**config.mk**
```make
export PLATFORM = sky130hd
export DESIGN_NAME = stim_trigger_gen
export DESIGN_NICKNAME = d
export VERILOG_FILES = /design/src/rtl/stim_trig_pkg.sv /design/src/rtl/sat_counter.sv /design/src/rtl/stim_trigger_gen.sv
export SDC_FILE = /design/constraint.sdc
export NUM_CORES = 1
export LEC_CHECK = 0
export BUFFER_PORTS_ARGS = -buffer_cell sky130_fd_sc_hd__buf_2
export CAP_MARGIN = 20
export CORE_AREA = 4 4 134 136
export DETAILED_ROUTE_END_ITERATION = 10
export DIE_AREA = 0 0 138 140
export PLACE_DENSITY = 0.59
export SLEW_MARGIN = 20
export SYNTH_ARGS = -nofsm -noshare
export SYNTH_HDL_FRONTEND = slang
export SYNTH_SLANG_ARGS = --single-unit
```
**constraint.sdc**
```tcl
create_clock -name dataclk -period 4.4 [get_ports dataclk]
set_input_delay 0.88 -clock dataclk [delete_from_list [all_inputs] [get_ports dataclk]]
set_output_delay 0.88 -clock dataclk [all_outputs]
set_load 0.02 [all_outputs]
```
**src/rtl/stim_trig_pkg.sv**
```systemverilog
// Shared definitions for the stimulation trigger generator.
//   CW_DEFAULT   : default width of the delay/pulse/refractory and event counters
//   stim_state_e : FSM state encoding, also exported on the `state` port
package stim_trig_pkg;

  localparam int unsigned CW_DEFAULT = 16;

  typedef enum logic [1:0] {
    ST_IDLE    = 2'd0,
    ST_DELAY   = 2'd1,
    ST_PULSE   = 2'd2,
    ST_REFRACT = 2'd3
  } stim_state_e;

endpackage

```
**src/rtl/sat_counter.sv**
```systemverilog
// Saturating up-counter with synchronous clear.
//   clk_i   : clock
//   rst_i   : asynchronous active-high reset, clears the count
//   inc_i   : increment request (ignored once the count is all ones)
//   clr_i   : synchronous clear, wins over a simultaneous increment
//   count_o : current count
module sat_counter #(
  parameter int unsigned Width = 16
) (
  input  logic             clk_i,
  input  logic             rst_i,
  input  logic             inc_i,
  input  logic             clr_i,
  output logic [Width-1:0] count_o
);

  logic [Width-1:0] count_q, count_d;

  always_comb begin
    count_d = count_q;
    if (clr_i) begin
      count_d = '0;
    end else if (inc_i && (count_q != {Width{1'b1}})) begin
      count_d = count_q + Width'(1);
    end
  end

  always_ff @(posedge clk_i or posedge rst_i) begin
    if (rst_i) begin
      count_q <= '0;
    end else begin
      count_q <= count_d;
    end
  end

  assign count_o = count_q;

endmodule

```
**src/rtl/stim_trigger_gen.sv**
```systemverilog
// Turns the discriminator's stim decision into a timed stimulation trigger:
// onset delay, pulse width and refractory lockout, all counted in sample ticks.
//   dataclk            : system clock
//   reset              : asynchronous active-high reset
//   sample_clk         : sample clock level; each rising edge is one tick
//   stim_req           : discriminator stim flag, sampled on ticks
//   enable             : low forces IDLE on the next dataclk edge
//   delay_samples      : ticks from acceptance to pulse onset
//   pulse_samples      : pulse width in ticks (0 acts as 1)
//   refractory_samples : lockout ticks after the pulse
//   counts_clear       : synchronous clear of both event counters
//   stim_out           : stimulation TTL (state PULSE)
//   blank_out, busy    : state is not IDLE
//   stim_count         : delivered pulses, saturating
//   missed_count       : requests seen while not IDLE, saturating
//   state              : current FSM state
module stim_trigger_gen
  import stim_trig_pkg::*;
#(
  parameter int unsigned CW = CW_DEFAULT
) (
  input  logic          dataclk,
  input  logic          reset,
  input  logic          sample_clk,
  input  logic          stim_req,
  input  logic          enable,
  input  logic [CW-1:0] delay_samples,
  input  logic [CW-1:0] pulse_samples,
  input  logic [CW-1:0] refractory_samples,
  input  logic          counts_clear,
  output logic          stim_out,
  output logic          blank_out,
  output logic          busy,
  output logic [CW-1:0] stim_count,
  output logic [CW-1:0] missed_count,
  output logic [1:0]    state
);

  localparam logic [CW-1:0] One = CW'(1);

  stim_state_e   state_q, state_d;
  logic          sclk_q;
  logic [CW-1:0] cnt_q, cnt_d;
  logic [CW-1:0] pulse_q, pulse_d;
  logic [CW-1:0] refr_q, refr_d;
  logic          tick;
  logic          stim_inc;
  logic          missed_inc;

  assign tick = sample_clk & ~sclk_q;

  // max(p,1)-1: a zero width still produces a one-tick pulse
  function automatic logic [CW-1:0] pulse_load(input logic [CW-1:0] p);
    return (p == '0) ? '0 : p - One;
  endfunction

  always_comb begin
    state_d    = state_q;
    cnt_d      = cnt_q;
    pulse_d    = pulse_q;
    refr_d     = refr_q;
    stim_inc   = 1'b0;
    missed_inc = 1'b0;
    if (!enable) begin
      state_d = ST_IDLE;
    end else if (tick) begin
      missed_inc = stim_req && (state_q != ST_IDLE);
      case (state_q)
        ST_IDLE: begin
          if (stim_req) begin
            // Pulse/refractory are held for the whole event; delay is consumed now
            pulse_d = pulse_samples;
            refr_d  = refractory_samples;
            if (delay_samples != '0) begin
              state_d = ST_DELAY;
              cnt_d   = delay_samples - One;
            end else begin
              state_d  = ST_PULSE;
              cnt_d    = pulse_load(pulse_samples);
              stim_inc = 1'b1;
            end
          end
        end
        ST_DELAY: begin
          if (cnt_q == '0) begin
            state_d  = ST_PULSE;
            cnt_d    = pulse_load(pulse_q);
            stim_inc = 1'b1;
          end else begin
            cnt_d = cnt_q - One;
          end
        end
        ST_PULSE: begin
          if (cnt_q == '0) begin
            if (refr_q != '0) begin
              state_d = ST_REFRACT;
              cnt_d   = refr_q - One;
            end else begin
              state_d = ST_IDLE;
            end
          end else begin
            cnt_d = cnt_q - One;
          end
        end
        ST_REFRACT: begin
          if (cnt_q == '0) begin
            state_d = ST_IDLE;
          end else begin
            cnt_d = cnt_q - One;
          end
        end
      endcase
    end
  end

  always_ff @(posedge dataclk or posedge reset) begin
    if (reset) begin
      state_q <= ST_IDLE;
      sclk_q  <= 1'b0;
      cnt_q   <= '0;
      pulse_q <= '0;
      refr_q  <= '0;
    end else begin
      state_q <= state_d;
      sclk_q  <= sample_clk;
      cnt_q   <= cnt_d;
      pulse_q <= pulse_d;
      refr_q  <= refr_d;
    end
  end

  sat_counter #(
    .Width (CW)
  ) u_stim_cnt (
    .clk_i   (dataclk),
    .rst_i   (reset),
    .inc_i   (stim_inc),
    .clr_i   (counts_clear),
    .count_o (stim_count)
  );

  sat_counter #(
    .Width (CW)
  ) u_missed_cnt (
    .clk_i   (dataclk),
    .rst_i   (reset),
    .inc_i   (missed_inc),
    .clr_i   (counts_clear),
    .count_o (missed_count)
  );

  // Outputs decode only registered state
  assign stim_out  = (state_q == ST_PULSE);
  assign blank_out = (state_q != ST_IDLE);
  assign busy      = (state_q != ST_IDLE);
  assign state     = state_q;

endmodule
```
Yosys cells after proc, flatten, opt, wreduce, memory -nomap -nowiden --
Cells that the tools add are included.
Cells by class: equality and inequality tests 13, bitwise logic cells 2, reductions and logical operators 15, div/mod/pow operators 0, order comparisons 0, multipliers 0, shifts and indexed selects 0, muxes and demuxes 30, add/subtract/negate cells 7
Operators with widths (count):
- $mux 16 | 12
- $sub 16x1->16 const B | 5
- $pmux 16 s4 | 1
- $logic_not 16->1 | 3
- $add 16x1->16 const B | 2
- $ne 16x16->1 const B | 2
- $reduce_bool 16->1 | 2
- $mux 2 | 8
- $reduce_and 5->1 | 2
- $ne 3x3->1 const B | 3
- $pmux 2 s4 | 1
- $mux 1 | 7
- $ne 3x2->1 const B | 2
- $reduce_bool 2->1 | 3
- $eq 2x2->1 const B | 2
- $ne 2x2->1 const B | 2
- $reduce_and 4->1 | 1
- $logic_and 1x1->1 | 3
- $eq 2x1->1 const B | 1
- $logic_not 2->1 | 1
- $ne 2x1->1 const B | 1
- $pmux 1 s2 | 1
- $and 1x1->1 | 1
- $not 1->1 | 1
Storage, ports and cells: bits in latches 0, memory bits (read-only) 0, input port bits 54, logic and storage cells 74, memories kept 0, output and inout bits 37, register bits after elaboration 83, bits in writable memories 0

Depth between registers and ports, before layout --
depth in word-level cells 9, depth in mapped cells 10, gate-level depth less buffers 8

Hierarchy --
From an unflattened synthesis, not the netlist that was laid out.
Second synthesis, totals: cells, all modules 709, area total of the unflattened synthesis 6297.3 sq um
Modules (own cells, without submodules):
- stim_trigger_gen | cells each 507, area an instance 4433.0 sq um, sequential area each 1276.2 sq um, instances 1
- sat_counter | cells each 101, area an instance 932.1 sq um, sequential area each 400.4 sq um, instances 2

Least setup slack after synthesis --
OpenSTA, ideal clock, no wires.
path kind input-to-reg, start point in delay_samples[0], end point reg cnt_q[10], cell stages on the path 7, setup slack 1.485 ns, arrival 2.785 ns, required time 4.270 ns, setup time 0.130 ns, buffers on the path 0, cell sequence inv_1 > ha_1 > or4b_2 > or4b_1 > xnor2_1 > a211oi_1 > o21ai_0
Between the ends: cells in the longest elaborated chain, start to end 4, elaborated cells between the ends (all ways) 5, those cells by class add/sub: 1; mux: 3; reduce/logical: 1
Ends and longest elaborated chain:
- from (decl) | RTL line stim_trigger_gen.sv:27 | input logic [CW-1:0] delay_samples,
- $sub 16x1->16 / $reduce_bool 16->1 (equally long branches) | RTL line stim_trigger_gen.sv:76, stim_trigger_gen.sv:74
- $mux 16 (*) | RTL line stim_trigger_gen.sv:74 | if (delay_samples != '0) begin
- $mux 16 (*) | RTL line stim_trigger_gen.sv:70 | if (stim_req) begin
- $pmux 16 s4 (*) | RTL line stim_trigger_gen.sv:68 | case (state_q)
- to (signal assigned) | RTL line stim_trigger_gen.sv:126 | cnt_q <= cnt_d;
- to (decl) | RTL line stim_trigger_gen.sv:43 | logic [CW-1:0] cnt_q, cnt_d;
Every way passes the cells marked *; elsewhere a longest branch is shown, timed or not. The select of a mux whose other input is x is not followed. A chain may end at the register's enable or synchronous reset.

Worst setup path after layout --
start point in delay_samples[5], end point reg u_stim_cnt.count_q[5] (netlist: u_stim_cnt.count_o[5])
Between the ends: cells in the longest elaborated chain, start to end 8
Ends and longest elaborated chain:
- $reduce_bool 16->1 | RTL line stim_trigger_gen.sv:74
- $mux 1 | RTL line stim_trigger_gen.sv:74
- $mux 1 | RTL line stim_trigger_gen.sv:70
- $pmux 1 s2 | RTL line stim_trigger_gen.sv:68
- $mux 1 | RTL line stim_trigger_gen.sv:66 | end else if (tick) begin
- $mux 1 | RTL line stim_trigger_gen.sv:64 | if (!enable) begin
- $logic_and 1x1->1 | RTL line sat_counter.sv:23 | end else if (inc_i && (count_q != {Width{1'b1}})) begin
- $reduce_bool 2->1 (no line)
- to (signal assigned) | RTL line sat_counter.sv:32 | count_q <= count_d;
- to (decl) | RTL line sat_counter.sv:17 | logic [Width-1:0] count_q, count_d;
No other way between the ends.

==> reports/qor.csv <==
metric;value;unit
Post-synth ARST share;1.00;
Slew HR;0.299;
worst-margin pin slew;1050;ps
clk buf depth;2;
number of synthesis warnings;0;
Final min period;3340;ps
CP Max Fanout;26;
worst-skew pair later-pin latency;350;ps
CTS resizes;0;
Clock Power Share;0.321;
FILL cells;1784;
leading area contributor after synthesis;dfrtp_1;
Combinational Power Share;0.218;
Congestion Overflow GR;0;
reg-to-reg startpoint;state[0];
register area share after synthesis;0.359;
cts bufs inserted;9;
DRT Wirelength;16.8;mm
layout cells sized above 1;0.209;
Initial Util;0.342;
Setup crit end kind;flip-flop;
Synth top area share;0.359;
Max-Cap Viols;0;
GRT Total Usage;0.175;
ranking of synthesized cells by area;dfrtp_1 36%, mux2_2 5.6%, xor2_1 5.3%;
die area;19300;µm²
Post-CTS Hold Buffers;0;
Worst Hold End;cnt_q[5];
fin crit share;0.759;
Switching Share;0.335;
DIE WIDTH;138;µm
outcome;complete, no violations;
post-detail-place hpwl;12.7;mm
PwrDens;328;nW/µm²
Min Hold Slack;485;ps
#FFs+latches synth;83;
Clk Tree Root Cell;clkbuf_16;
Cells on Worst Hold Path;2;
EDFF count, synth;0;
clock skew;9.35;ps
DRT Pass-1 Iters;5;
leak pwr;2.79;nW
Final nets;814;
Max Slew Vio Count;0;
WS Path Type;in -> reg;
r2r worst-path depth;10;
hold_sp;cnt_q[5];
Final Hold Vio Count;0;
Tot Pwr;0.00222;W
Worst Path Required;4670;ps
first-pass GRT wire length;27.8;mm
mean post-synth cell area;8.66;µm²
Mapped Cells;668;
drt first-iter violations;361;
reg2reg end;cnt_q[12];
Avg WL per Cell;17.2;µm
drt drc;0;
RSZ-0062 raised after global routing;false;
cell-internal power;0.00148;W
CP arrival;3610;ps
Fmax;300;MHz
vias per inst;5.65;
Post-Syn Area;5780;µm²
clk slew on worst S/H paths;70;ps
Sequential Power Share;0.460;
gpl congestion;0.961;
CP Launch Type;input port;
Worst VDD drop;0.193;mV
Sw Pwr;0.000744;W
commonest non-fill, non-tap cell in the layout;buf_2;
antenna cell count;0;
largest net degree at the start of global routing;52;
# clock sinks;83;
Port Buffer Count;90;
Worst R2R Setup Slack;1430;ps
Min-Delay Path Class;reg -> reg;
Site Rows;48;
Final setup viols;0;
htree depth;3;
number of library cell types mapped by synthesis;67;
area grow syn2layout;17.0;%
vias in the first global route;5163;
# IOs;91;
initial antenna violation count;0;
most frequent cells in the layout;90 x buf_2, 83 x dfrtp_1, 57 x nor2_1, 41 x nand2_1, 41 x a21oi_1;
syn nets;731;
TNS Setup;0;ps
TritonCTS clock tree;done;
DRT antenna net count;0;
Core Area;16900;µm²
Post-CTS Setup Bufs;0;
Synth Flop Type;dfrtp_1;
routed via count;5541;
chip height;140;µm
worst max-delay path by stage:
stage	start	endpoint	slack (ps)	cells past startpoint
final	delay_samples[5]	u_stim_cnt.count_o[5]	1060	7
after global routing	delay_samples[5]	u_stim_cnt.count_o[5]	870	7
after CTS	delay_samples[5]	u_stim_cnt.count_o[5]	1140	7
after detailed placement	delay_samples[5]	u_stim_cnt.count_o[5]	790	7
after global placement	delay_samples[5]	u_stim_cnt.count_o[5]	840	7
after floorplan	reset	cnt_q[0]	1380	1
registers in the layout, indices dropped and copies added (netlist names):
register,count
pulse_q,16
u_missed_cnt.count_o,16
cnt_q,16
state,2
u_stim_cnt.count_o,16
refr_q,16
sclk_q,1
worst max-delay path, cell delays in order:
cell      delay, ps
buf_2           130
nor3_2          360
nand3_1         370
nor4_1          560
o221ai_2        510
or4_1           640
a21oi_1         150
power by group through the flow:
| stage | sequential (W) | combinational, W | clock, W |
|---|---|---|---|
| floorplan | 0.000987 | 0.000352 | 0 |
| global placement | 0.00103 | 0.000476 | 0 |
| detailed placement | 0.00103 | 0.000480 | 0 |
| CTS | 0.00102 | 0.000483 | 0.000735 |
| global route | 0.00104 | 0.000540 | 0.000770 |
| finish | 0.00102 | 0.000484 | 0.000713 |
routing by layer:
layer | GRT usage | wire length (µm)
met5 | 0 | 0
met2 | 0.265 | 7520
met3 | 0.0307 | 835
met1 | 0.259 | 8240
met4 | 0.0484 | 242
cells in the mapped netlist, types with 3 or more instances:
cell type  instances
a21boi_0           3
xnor2_1           18
a21oi_1           41
nand2_1           41
xor2_1            35
nand4_1           26
nor2_1            57
nand3_1           29
nor3_1            35
o21a_1             5
clkbuf_1          26
ha_1               9
and3_1             7
nor3b_1            4
or4_1             11
inv_1             24
mux2_2            29
o31ai_1           12
nor4_1            19
nand2b_1           5
o211ai_1           4
buf_2              3
o22ai_1            7
a211oi_1          14
and2_1             3
a31oi_1            5
or3_1             12
dfrtp_1           83
or4b_2             3
o21ai_0           38
and4_1             5
mux2i_1           10
cells by family (layout without fill, tap and decap cells):
group,count (synthesis),count (layout),synth area share
AO/OA/AOI/OAI,157,157,0.174
XOR/XNOR,53,53,0.0803
adder cells (fa/ha/maj),9,9,0.0195
buffers and inverters,54,142,0.0363
flip-flops,83,83,0.359
multiplexers,40,40,0.0757
AND/OR/NAND/NOR,272,272,0.255
layout make-up:
type | instances | area [µm²] | share of cell area
Clock inverter | 6 | 50.0 | 0.00740
Inverter | 24 | 91.3 | 0.0135
Clock buffer | 10 | 229 | 0.0338
Sequential cell | 83 | 2080 | 0.307
Tap cell | 225 | 282 | 0.0416
Timing Repair Buffer | 102 | 541 | 0.0799
Multi-Input combinational cell | 531 | 3500 | 0.517
through the flow:
stage / instances / worst slack, ps / util / cell area, µm²
after floorplan: 668 / 1380 / - / 5780
after global placement: 965 / 839 / 0.383 / 6490
after detailed placement: 965 / 794 / 0.383 / 6490
after CTS: 981 / 1140 / 0.400 / 6770
after global routing: 981 / 872 / 0.400 / 6770
final: 981 / 1060 / 0.400 / 6770
Note: power is estimated with default switching activity, not from simulation.
